**config.mk**
```make
export PLATFORM = sky130hd
export DESIGN_NAME = alu_seq
export DESIGN_NICKNAME = d
export VERILOG_FILES = /design/src/rtl/alu_seq.sv
export SDC_FILE = /design/constraint.sdc
export NUM_CORES = 1
export LEC_CHECK = 0
export ABC_AREA = 1
export BUFFER_PORTS_ARGS = -buffer_cell sky130_fd_sc_hd__buf_2
export CAP_MARGIN = 5
export CORE_MARGIN = 2
export CORE_UTILIZATION = 35
export DETAILED_ROUTE_END_ITERATION = 12
export MAX_ROUTING_LAYER = met4
export SETUP_SLACK_MARGIN = 0.4
export SYNTH_ARGS = -nofsm -noshare
export SYNTH_HDL_FRONTEND = slang
export SYNTH_SLANG_ARGS = --single-unit
```
**constraint.sdc**
```tcl
create_clock -name clock -period 6.8 [get_ports clock]
set_input_delay 1.02 -clock clock [delete_from_list [all_inputs] [get_ports clock]]
set_output_delay 1.02 -clock clock [all_outputs]
set_load 0.01 [all_outputs]
```
**src/rtl/alu_seq.sv**
```systemverilog
// alu_seq: multi-cycle ALU with a start/busy/done handshake.
// Single-cycle logic/shift/arith ops plus iterative MULU, DIVU and REMU.
//
// Ports:
//   clock   rising-edge clock
//   resetn  asynchronous active-low reset
//   start   request, sampled only while idle
//   aluc    4-bit operation code, captured with start
//   a, b    WIDTH-bit operands, captured with start
//   s       registered result, held until the next result
//   z       registered, 1 when s == 0
//   ovf     registered signed overflow (ADD/SUB only)
//   busy    high whenever the unit is not idle
//   done    one-cycle pulse, s/z/ovf valid from this cycle on
module alu_seq #(
   parameter int WIDTH = 32,
   parameter int SHW   = $clog2(WIDTH)
) (
   input  logic             clock,
   input  logic             resetn,
   input  logic             start,
   input  logic [3:0]       aluc,
   input  logic [WIDTH-1:0] a,
   input  logic [WIDTH-1:0] b,
   output logic [WIDTH-1:0] s,
   output logic             z,
   output logic             ovf,
   output logic             busy,
   output logic             done
);

   localparam logic [3:0] OP_ADD  = 4'b0000;
   localparam logic [3:0] OP_SUB  = 4'b0100;
   localparam logic [3:0] OP_AND  = 4'b0001;
   localparam logic [3:0] OP_OR   = 4'b0101;
   localparam logic [3:0] OP_XOR  = 4'b0010;
   localparam logic [3:0] OP_LUI  = 4'b0110;
   localparam logic [3:0] OP_SLL  = 4'b0011;
   localparam logic [3:0] OP_SRL  = 4'b0111;
   localparam logic [3:0] OP_SRA  = 4'b1111;
   localparam logic [3:0] OP_PAR  = 4'b1011;
   localparam logic [3:0] OP_MULU = 4'b1000;
   localparam logic [3:0] OP_DIVU = 4'b1010;
   localparam logic [3:0] OP_REMU = 4'b1100;

   localparam logic [WIDTH-1:0] ONE  = WIDTH'(1);
   localparam logic [SHW-1:0]   LAST = SHW'(WIDTH - 1);

   typedef enum logic [1:0] {
      IDLE,
      CALC,
      DONE
   } state_t;

   state_t           state;
   logic [SHW-1:0]   cnt;
   logic [3:0]       opc;
   // acc: product accumulator (MULU) or partial remainder (DIVU/REMU)
   // opx: shifted multiplicand (MULU) or dividend/quotient (DIVU/REMU)
   // opy: shifted multiplier (MULU) or divisor (DIVU/REMU)
   logic [WIDTH-1:0] acc;
   logic [WIDTH-1:0] opx;
   logic [WIDTH-1:0] opy;

   // single-cycle datapath, fed straight from the inputs at acceptance
   logic [WIDTH-1:0] sc_s;
   logic             sc_ovf;
   logic [WIDTH-1:0] b_neg;
   logic [WIDTH-1:0] sum;
   logic [WIDTH-1:0] dif;
   logic [SHW-1:0]   sh;
   logic             is_iter;

   always_comb begin
      b_neg  = ~b + ONE;
      sum    = a + b;
      dif    = a + b_neg;
      sh     = a[SHW-1:0];
      sc_s   = '0;
      sc_ovf = 1'b0;
      unique case (1'b1)
         (aluc == OP_ADD): begin
            sc_s   = sum;
            sc_ovf = (a[WIDTH-1] == b[WIDTH-1]) &&
                     (sum[WIDTH-1] != a[WIDTH-1]);
         end
         (aluc == OP_SUB): begin
            sc_s   = dif;
            sc_ovf = (a[WIDTH-1] == b_neg[WIDTH-1]) &&
                     (dif[WIDTH-1] != a[WIDTH-1]);
         end
         (aluc == OP_AND): sc_s = a & b;
         (aluc == OP_OR):  sc_s = a | b;
         (aluc == OP_XOR): sc_s = a ^ b;
         (aluc == OP_LUI): sc_s = b << (WIDTH / 2);
         (aluc == OP_SLL): sc_s = b << sh;
         (aluc == OP_SRL): sc_s = b >> sh;
         (aluc == OP_SRA): sc_s = $signed(b) >>> sh;
         (aluc == OP_PAR): sc_s = {{(WIDTH-1){1'b0}}, (^a) ^ (^b)};
         default:          sc_s = '0;
      endcase
   end

   assign is_iter = (aluc == OP_MULU) ||
                    (aluc == OP_DIVU) ||
                    (aluc == OP_REMU);

   // one shift-add multiply step
   logic [WIDTH-1:0] acc_m;

   always_comb begin
      acc_m = opy[0] ? (acc + opx) : acc;
   end

   // one restoring-division step; the divisor is never zero-checked,
   // so b == 0 naturally yields all-ones quotient and remainder a
   logic [WIDTH:0]   rem_sh;
   logic             rem_ge;
   logic [WIDTH-1:0] rem_n;
   logic [WIDTH-1:0] quo_n;

   always_comb begin
      rem_sh = {acc, opx[WIDTH-1]};
      rem_ge = rem_sh >= {1'b0, opy};
      // difference is below the divisor, so WIDTH bits suffice
      rem_n  = rem_ge ? (rem_sh[WIDTH-1:0] - opy) : rem_sh[WIDTH-1:0];
      quo_n  = {opx[WIDTH-2:0], rem_ge};
   end

   logic [WIDTH-1:0] it_s;

   always_comb begin
      it_s = '0;
      unique case (1'b1)
         (opc == OP_MULU): it_s = acc_m;
         (opc == OP_DIVU): it_s = quo_n;
         default:          it_s = rem_n;
      endcase
   end

   always_ff @(posedge clock or negedge resetn) begin
      if (!resetn) begin
         state <= IDLE;
         cnt   <= '0;
         opc   <= '0;
         acc   <= '0;
         opx   <= '0;
         opy   <= '0;
         s     <= '0;
         z     <= 1'b0;
         ovf   <= 1'b0;
         busy  <= 1'b0;
         done  <= 1'b0;
      end else begin
         unique case (state)
            IDLE: begin
               if (start) begin
                  opc  <= aluc;
                  opx  <= a;
                  opy  <= b;
                  acc  <= '0;
                  busy <= 1'b1;
                  if (is_iter) begin
                     state <= CALC;
                     cnt   <= LAST;
                  end else begin
                     state <= DONE;
                     done  <= 1'b1;
                     s     <= sc_s;
                     z     <= (sc_s == '0);
                     ovf   <= sc_ovf;
                  end
               end
            end
            CALC: begin
               if (opc == OP_MULU) begin
                  acc <= acc_m;
                  opx <= opx << 1;
                  opy <= opy >> 1;
               end else begin
                  acc <= rem_n;
                  opx <= quo_n;
               end
               if (cnt == '0) begin
                  state <= DONE;
                  done  <= 1'b1;
                  s     <= it_s;
                  z     <= (it_s == '0);
                  ovf   <= 1'b0;
               end else begin
                  cnt <= cnt - 1'b1;
               end
            end
            DONE: begin
               state <= IDLE;
               done  <= 1'b0;
               busy  <= 1'b0;
            end
            default: begin
               state <= IDLE;
               done  <= 1'b0;
               busy  <= 1'b0;
            end
         endcase
      end
   end

endmodule

```
* Word level (Yosys, flattened, before mapping)
Index checks and enable logic that the tools add are counted.
Operators by class: reductions and logical operators 20, eq/ne operators 25, magnitude comparators 1, shifts and indexed selects 3, mux-type cells 40, add/sub/neg operators 6, bitwise operators 6
Operator list (number):
- two-way mux 32 bit | 10
- one-hot mux 32 bit (10 select lines) | 1
- one-hot mux 32 bit (2 select lines) | 5
- adder 32 bit | 3
- zero test 32 bit | 2
- parity 32 bit | 2
- >= comparator 33 x 32 -> 1 bit | 1
- adder 32 x 1 -> 32 bit (second input constant) | 1
- AND 32 bit | 1
- NOT 32 bit | 1
- bitwise OR 32 bit | 1
- << shifter 32 x 5 -> 32 bit | 1
- >> shifter 32 x 5 -> 32 bit | 1
- >>> shifter 32 x 5 -> 32 bit | 1
- subtractor 32 bit | 1
- bitwise XOR 32 bit | 1
- equality test 4 bit (second input constant) | 7
- equality test 4 x 3 -> 1 bit (second input constant) | 4
- two-way mux 5 bit | 3
- != test 2 bit (second input constant) | 6
- two-way mux 1 bit | 11
- one-hot mux 1 bit (2 select lines) | 5
- one-hot mux 5 bit (2 select lines) | 1
- equality test 4 x 2 -> 1 bit (second input constant) | 2
- other kinds (18) | 29
Word-level totals: output and inout port bits 36, bits in registers 143, input port bits 71

* Depth between registers and ports, before layout
Gate-level depths: netlist (run 1).
depth after elaboration 9, depth in mapped cells 36, mapped depth without buffers 35

* Worst setup path after synthesis (run 1)
OpenSTA, ideal clock, no wires.
path type input port to flip-flop, start input port b[4], end register z, data required time 6.729 ns, stages on the path 33, setup time 0.071 ns, path slack 2.440 ns, data arrival time 4.289 ns, cells stage by stage buf_2 > inv_1 > ha_1 > nand3_1 > inv_1 > nand2_1 > inv_1 > nand4_1 > inv_1 > nand2_1 > nor2_1 > nand4_1 > inv_1 > nand4_1 > xor2_1 > ha_1 > inv_1 > nor3_1 > and3_1 > nand3_1 > nand2_1 > nand2_1 > nand2_1 > nor2_1 > nor2_1 > nand2_1 > nor2_1 > nand2_1 > nor2_1 > nand3_1 > nand2_1 > nor2_1 > nor2_1
On the way: word-level cells in the longest chain between the ends 8
RTL lines:
- from (decl) | line 24 | input logic [WIDTH-1:0] b,
- NOT 32 bit | line 75 | b_neg = ~b + ONE;
- adder 32 x 1 -> 32 bit | line 75
- adder 32 bit | line 77 | dif = a + b_neg;
- one-hot mux 32 bit (10 select lines) * | line 81 | unique case (1'b1)
- zero test 32 bit * | line 170 | z <= (sc_s == '0);
- two-way mux 1 bit * | line 163 | if (is_iter) begin
- two-way mux 1 bit * | line 157 | if (start) begin
- one-hot mux 1 bit (2 select lines) * | line 155 | unique case (state)
- to (signal assigned) | line 170
- to (signal assigned) | line 188 | z <= (it_s == '0);
- to (decl) | line 26 | output logic z,
Mark *: on every way between the ends. The rest lies on a longest branch, timed or not. The select of a mux whose other input is x is not followed. A chain may end at the register's enable or synchronous reset.

* Final worst setup path (run 1)
start input port b[0], end register z
Same word-level chain as after synthesis.

==> results of run 1 <==
==> state kept, by name (all words and copies together), names as in the netlist <==
name   count
acc       32
s         32
done       1
opx       32
busy       1
opy       32
opc        4
ovf        1
z          1
cnt        5
state      2
==> how the worst min path moves through the flow <==
stage                     slack, ns      to    from
after floorplan                0.45  opc[0]  opc[0]
after global placement         0.47  opc[2]  opc[2]
after detailed placement       0.47  opc[2]  opc[2]
after CTS                      0.49  opc[2]  opc[2]
after global routing           0.51    s[6]    s[6]
final                          0.49    s[6]    s[6]
==> metal layers <==
metal | global-route usage, % | up-vias | share of wire [%]
met5 | - | - | 0
met4 | 22.15 | 0 | 7.2
met3 | 4.096 | 325 | 7.8
met2 | 55.97 | 1570 | 43
met1 | 46.51 | 13977 | 41
li1 | - | 14317 | -
==> synthesized netlist by cell type (7+ instances only) <==
| library cell | instances |
|---|---|
| and2_1 | 14 |
| o21bai_1 | 15 |
| buf_1 | 16 |
| o21ai_1 | 13 |
| o21ai_0 | 181 |
| a32oi_1 | 18 |
| o221ai_1 | 11 |
| xor2_1 | 46 |
| a22oi_1 | 26 |
| ha_1 | 181 |
| or2_2 | 9 |
| o22ai_1 | 51 |
| a31oi_1 | 8 |
| inv_1 | 597 |
| a21oi_1 | 206 |
| clkbuf_1 | 78 |
| inv_2 | 19 |
| xnor2_1 | 37 |
| nor4_1 | 7 |
| o211ai_1 | 89 |
| nand3b_1 | 23 |
| nand2_1 | 1535 |
| nor3_1 | 35 |
| dfrtp_1 | 143 |
| buf_2 | 37 |
| nand4_1 | 45 |
| nor2_1 | 361 |
| nand3_1 | 520 |
==> logic make-up after synthesis <==
family,count (synthesis)
simple gates,2572
buf+inv,763
compound gates,637
fa+ha+maj,185
flops,143
xor+xnor,83
mux,1
==> worst max-delay path, delay by kind of cell <==
kind | cells | cell delay [ns]
AND/OR/NAND/NOR | 22 | 3.29
AO/OA/AOI/OAI | 1 | 0.29
buffers and inverters | 5 | 0.53
XOR/XNOR | 1 | 0.16
adder cells (fa/ha/maj) | 1 | 0.39
==> power by group through the flow <==
stage,Clock (mW),Sequential (mW),Combinational (mW)
2_1_floorplan,0,1.45,4.48
3_3_place_gp,0,1.61,6.75
3_5_place_dp,0,1.61,6.74
4_1_cts,1.01,1.60,6.77
5_1_grt,1.04,1.62,7.56
6_report,1.01,1.61,6.97
==> through the flow <==
stage,std cells,setup slack (ns),cell area (um^2),power (mW)
floorplan,4384,2.440,24130,5.933
global placement,5264,1.147,25400,8.364
detailed placement,5264,1.151,25400,8.353
CTS,5296,1.639,25980,9.382
global route,5301,1.023,26000,10.23
finish,5303,1.542,26000,9.591
==> final cells by class <==
type / instances / area (um^2) / area share (%)
flip-flops and latches: 143 / 3578 / 13.76
diodes: 7 / 17.52 / 0.06737
clock inverters: 14 / 141.4 / 0.5437
inverters: 620 / 2328 / 8.955
clock buffers: 18 / 439.2 / 1.689
multi-input cells: 3478 / 17590 / 67.66
well taps: 882 / 1104 / 4.244
repair buffers: 141 / 799.5 / 3.075
==> results.sh, run 1 <==
export IMPL_syn_inst=4384
export IMPL_clkTransAtPathRegs_ns=0.09
export IMPL_run_status="finished, final reports clean"
export IMPL_rows=96
export IMPL_min_path_cells=2
export IMPL_p_leak_nw=14.21
export IMPL_synth_largest_type_area_fraction_pct=23.88
export IMPL_ff2ff_path_depth=23
export IMPL_holdBufCountCts=0
export IMPL_path_max_fanout=6
export IMPL_fmax_mhz=190.2
export IMPL_yosysSeqAreaShare_pct=14.83
export IMPL_fp_dieH_um=266.6
export IMPL_gr_total_overflow=0
export IMPL_cts_resized=0
export IMPL_cts_tree="built"
export IMPL_switching_power_mw=5.890
export IMPL_drc_errors=0
export IMPL_synth_top_family_by_area="simple AND/OR/NAND/NOR gates"
export IMPL_syn_nets=4640
export IMPL_ys_seq_elements=143
export IMPL_synth_compound_area_share_pct=15.57
export IMPL_synthToLayoutAreaGrowth_pct=7.751
export IMPL_place_congestion=1.089
export IMPL_worst_path_largest_cell_delay_ns=0.45
export IMPL_internal_power_mw=3.701
export IMPL_nFillCells=7840
export IMPL_endpoint_kind="flop"
export IMPL_rsz0062_at_grt="no"
export IMPL_synthXorXnorAreaFrac_pct=3.012
export IMPL_core_area_um2=68470
export IMPL_switching_share_pct=61.41
export IMPL_cellPowerDensity_nw_per_um2=368.9
export IMPL_synth_mux_area_fraction_pct=0.04148
export IMPL_clockRootBuffer="clkbuf_16"
export IMPL_cp_startpoint="b[0]"
export IMPL_synth_top_area_cell="nand2_1"
export IMPL_crit_type="in2reg"
export IMPL_min_period_over_period_pct=77.32
export IMPL_antenna_found_initial=5
export IMPL_yosysWarnings=0
export IMPL_worst_ep_required_time_ns=7.23
export IMPL_synthAdderAreaFrac_pct=9.716
export IMPL_final_cell_mix="1535 x nand2_1, 595 x inv_1, 520 x nand3_1, 357 x nor2_1, 206 x a21oi_1"
export IMPL_grt_usage_pct=36.65
export IMPL_drt_iter0_markers=3577
export IMPL_route_vias_total=30189
export IMPL_tightest_slew_ns=0.9349
export IMPL_cts_buffers_inserted=17
export IMPL_die_area_um2=71060
export IMPL_whs_ns=0.4950
export IMPL_syn_area_um2=24130
export IMPL_port_buffers=106
export IMPL_wl_mm=129.4
export IMPL_htree_levels=4
export IMPL_min_period_ns=5.258
export IMPL_regToRegEndpoint="z"
export IMPL_fin_util_pct=37.98
export IMPL_synthArstFlopShare_pct=100.0
export IMPL_maxCapViolCount=0
export IMPL_io_pins=107
export IMPL_synth_area_leaders="nand2_1 24%, dfrtp_1 15%, nand3_1 11%, ha_1 9.4%, inv_1 9.3%"
export IMPL_maxSlewViolCount=0
export IMPL_worst_skew_pair_late_latency_ns=0.50
export IMPL_wl_per_cell_um=24.40
export IMPL_cp_slowest_cell="nor3_1"
export IMPL_cts_setup_buffers=0
export IMPL_synth_flop_cell="dfrtp_1"
export IMPL_layout_commonest_cell="nand2_1"
export IMPL_die_x_um=266.6
export IMPL_synth_edff_count=0
export IMPL_combPwrFrac_pct=72.6
export IMPL_hpwlAfterDp_mm=106.1
export IMPL_start_kind="primary input"
export IMPL_synth_simple_area_share_pct=44.49
export IMPL_drtAntennaViolNets=0
export IMPL_r2r_slack_ns=2.20
export IMPL_cts_sinks=143
export IMPL_power_frac_seq_pct=16.8
export IMPL_postSynthAreaPerCell_um2=5.505
export IMPL_setup_viol=0
export IMPL_worstPathArrival_ns=5.69
export IMPL_r2r_start="opy[8]"
export IMPL_worstHoldPathType="reg2reg"
export IMPL_relSlewSlack_pct=37.67
export IMPL_drive_gt1_share_pct=5.120
export IMPL_finalNetCount=4657
export IMPL_finalHoldViolCount=0
export IMPL_grt_pass1_wl_mm=184.0
export IMPL_clock_power_share_pct=10.6
export IMPL_endpoint="z"
export IMPL_finClkSkew_ns=0.03416
export IMPL_grt_pass1_vias=27194
export IMPL_ys_types=56
export IMPL_firstDrtPassIters=7
export IMPL_via_per_inst=5.693
export IMPL_final_setup_tns_ns=0
export IMPL_clock_path_buffers=2
export IMPL_vdd_drop_max_uv=234.1
export IMPL_grt_start_max_net_pins=88
export IMPL_start_util_pct=35.25
Power figures use the tool's default switching activity.
==> inputs of run 2 (changes only) <==
- clock period: 6.8 -> 4.4 ns (I/O delays scaled with it)
==> run 2 against run 1 <==
  * Utilization is 3.8 points higher
  * Total power is 57% higher
  * Clock power is 53% higher
  * Critical path depth is 8 higher
  * Die area stayed put
  * Critical path type unchanged
  * Largest cell class unchanged
  * Largest power group unchanged
==> results.sh, run 2 (synthesis results as in run 1) <==
export IMPL_place_congestion=1.105
export IMPL_final_cell_mix="1523 x nand2_1, 586 x inv_1, 510 x nand3_1, 332 x nor2_1, 290 x buf_4"
export IMPL_cpLargestDelayFamily="simple AND/OR/NAND/NOR gates"
export IMPL_clock_path_buffers=2
export IMPL_worst_path_largest_cell_delay_ns=0.36
export IMPL_grt_pass1_vias=28229
export IMPL_grt_pass1_wl_mm=184.0
export IMPL_route_vias_total=30983
export IMPL_dpl_cell_area_um2=27350
export IMPL_nFillCells=7758
export IMPL_fmax_mhz=247.0
export IMPL_clockRootBuffer="clkbuf_16"
export IMPL_firstDrtPassIters=9
export IMPL_min_period_ns=4.048
export IMPL_setup_viol=0
export IMPL_cp_depth=38
export IMPL_htree_levels=4
export IMPL_rows=96
export IMPL_critical_path_buf_inv_count=10
export IMPL_crit_type="in2reg"
export IMPL_grt_usage_pct=36.22
export IMPL_wl_mm=128.7
export IMPL_cellPowerDensity_nw_per_um2=526.9
export IMPL_hpwlAfterDp_mm=107.9
export IMPL_r2r_slack_ns=0.62
export IMPL_die_x_um=266.6
export IMPL_drtAntennaViolNets=0
export IMPL_combPwrFrac_pct=73.8
export IMPL_fp_dieH_um=266.6
export IMPL_drt_iter0_markers=3558
export IMPL_antenna_found_initial=7
export IMPL_worst_ep_required_time_ns=4.79
export IMPL_cp_slowest_cell="ha_1"
export IMPL_maxSlewViolCount=0
export IMPL_switching_share_pct=59.00
export IMPL_internal_power_mw=6.173
export IMPL_cts_sinks=143
export IMPL_drive_gt1_share_pct=12.17
export IMPL_fin_area_um2=28570
export IMPL_layout_commonest_cell="nand2_1"
export IMPL_grt_start_max_net_pins=136
export IMPL_tightest_slew_ns=1.030
export IMPL_ff2ff_path_depth=18
export IMPL_maxCapViolCount=0
export IMPL_endpoint_kind="flop"
export IMPL_switching_power_mw=8.881
export IMPL_worst_skew_pair_late_latency_ns=0.46
export IMPL_port_buffers=106
export IMPL_r2r_start="acc[3]"
export IMPL_power_frac_seq_pct=15.9
export IMPL_cpMostUsedCell="nand2_1"
export IMPL_worstHoldPathType="in2async"
export IMPL_finalNetCount=4925
export IMPL_vdd_drop_max_uv=381.8
export IMPL_finalHoldViolCount=0
export IMPL_cts_tree="built"
export IMPL_start_util_pct=35.25
export IMPL_finClkSkew_ns=0.01321
export IMPL_synthToLayoutAreaGrowth_pct=18.40
export IMPL_cts_buffers_inserted=17
export IMPL_via_per_inst=5.563
export IMPL_clkTransAtPathRegs_ns=0.07
export IMPL_io_pins=107
export IMPL_gr_total_overflow=0
export IMPL_p_leak_nw=15.58
export IMPL_core_area_um2=68470
export IMPL_die_area_um2=71060
export IMPL_fin_util_pct=41.73
export IMPL_drc_errors=0
export IMPL_clock_power_share_pct=10.3
export IMPL_path_max_fanout=4
export IMPL_regToRegEndpoint="z"
export IMPL_holdBufCountCts=0
export IMPL_wl_per_cell_um=23.11
export IMPL_run_status="finished, final reports clean"
export IMPL_rsz0062_at_grt="yes"
export IMPL_worstPathArrival_ns=4.44
export IMPL_start_kind="primary input"
export IMPL_relSlewSlack_pct=31.24
export IMPL_min_period_over_period_pct=92.00
## run 2: power by group through the flow
stage | sequential, mW | combinational, mW | clock, mW
floorplan | 2.24 | 6.93 | 0
CTS | 2.37 | 10.8 | 1.56
finish | 2.39 | 11.1 | 1.55
detailed placement | 2.39 | 10.7 | 0
global placement | 2.39 | 10.7 | 0
global route | 2.43 | 12.0 | 1.61
## run 2: what timing repair did
item / 4_1_cts / 5_1_grt
resized for setup: 77 / 48
setup buffers: 15 / 5
setup endpoints to repair: 7 / 5
pin swaps: 41 / 32
## run 2: per-stage QoR
| stage | std cells | TNS (ns) | power, mW | hold slack, ns | setup slack (ns) |
|---|---|---|---|---|---|
| 4_1_cts | 5559 | 0 | 14.72 | 0.3139 | 0.3296 |
| 6_report | 5569 | 0 | 15.05 | 0.2714 | 0.3519 |
| 3_3_place_gp | 5512 | -1.376 | 13.05 | 0.4673 | -0.6323 |
| 5_1_grt | 5569 | 0 | 16.06 | 0.3426 | 0.1299 |
| 3_5_place_dp | 5512 | -1.832 | 13.08 | 0.4710 | -0.6819 |
| 2_1_floorplan | 4384 | 0 | 9.169 | 0.3644 | 0.4001 |
## run 2: how the worst max path moves through the flow
stage	startpoint	end	slack (ns)
4_1_cts	b[1]	z	0.33
3_5_place_dp	b[0]	z	-0.68
5_1_grt	b[0]	z	0.13
3_3_place_gp	b[0]	z	-0.63
6_report	b[0]	z	0.35
2_1_floorplan	b[4]	z	0.40
## run 2: area by class of cell
class / instances / area [um^2] / area share (%)
flip-flops and latches: 143 / 3578 / 12.52
repair buffers: 409 / 2970 / 10.40
inverters: 620 / 2359 / 8.255
multi-input cells: 3478 / 17930 / 62.77
clock inverters: 14 / 173.9 / 0.6087
well taps: 882 / 1104 / 3.862
clock buffers: 18 / 439.2 / 1.537
diodes: 5 / 12.51 / 0.04379
## run 2: layer usage
metal	part of all wire, %	global-route usage [%]
met4	7.4	22.65
met2	44	56.31
met3	7.6	4.078
met5	0	-
met1	41	44.88
## run 2: worst reg2reg max path, cell delays in order, from the launching register on
cell      delay (ns)
dfrtp_1         0.48
ha_1            0.42
a21oi_1         0.15
o21bai_1        0.45
nand2b_1        0.40
nand2_1         0.12
nand2_1         0.23
nand3b_1        0.14
nand2_1         0.08
nand2_1         0.04
nand2_1         0.10
nand2_1         0.08
nand3_1         0.08
nand2_1         0.24
nor2_1          0.20
nand3_1         0.09
nor2_1          0.24
nor2_1          0.07
nor2_1          0.08
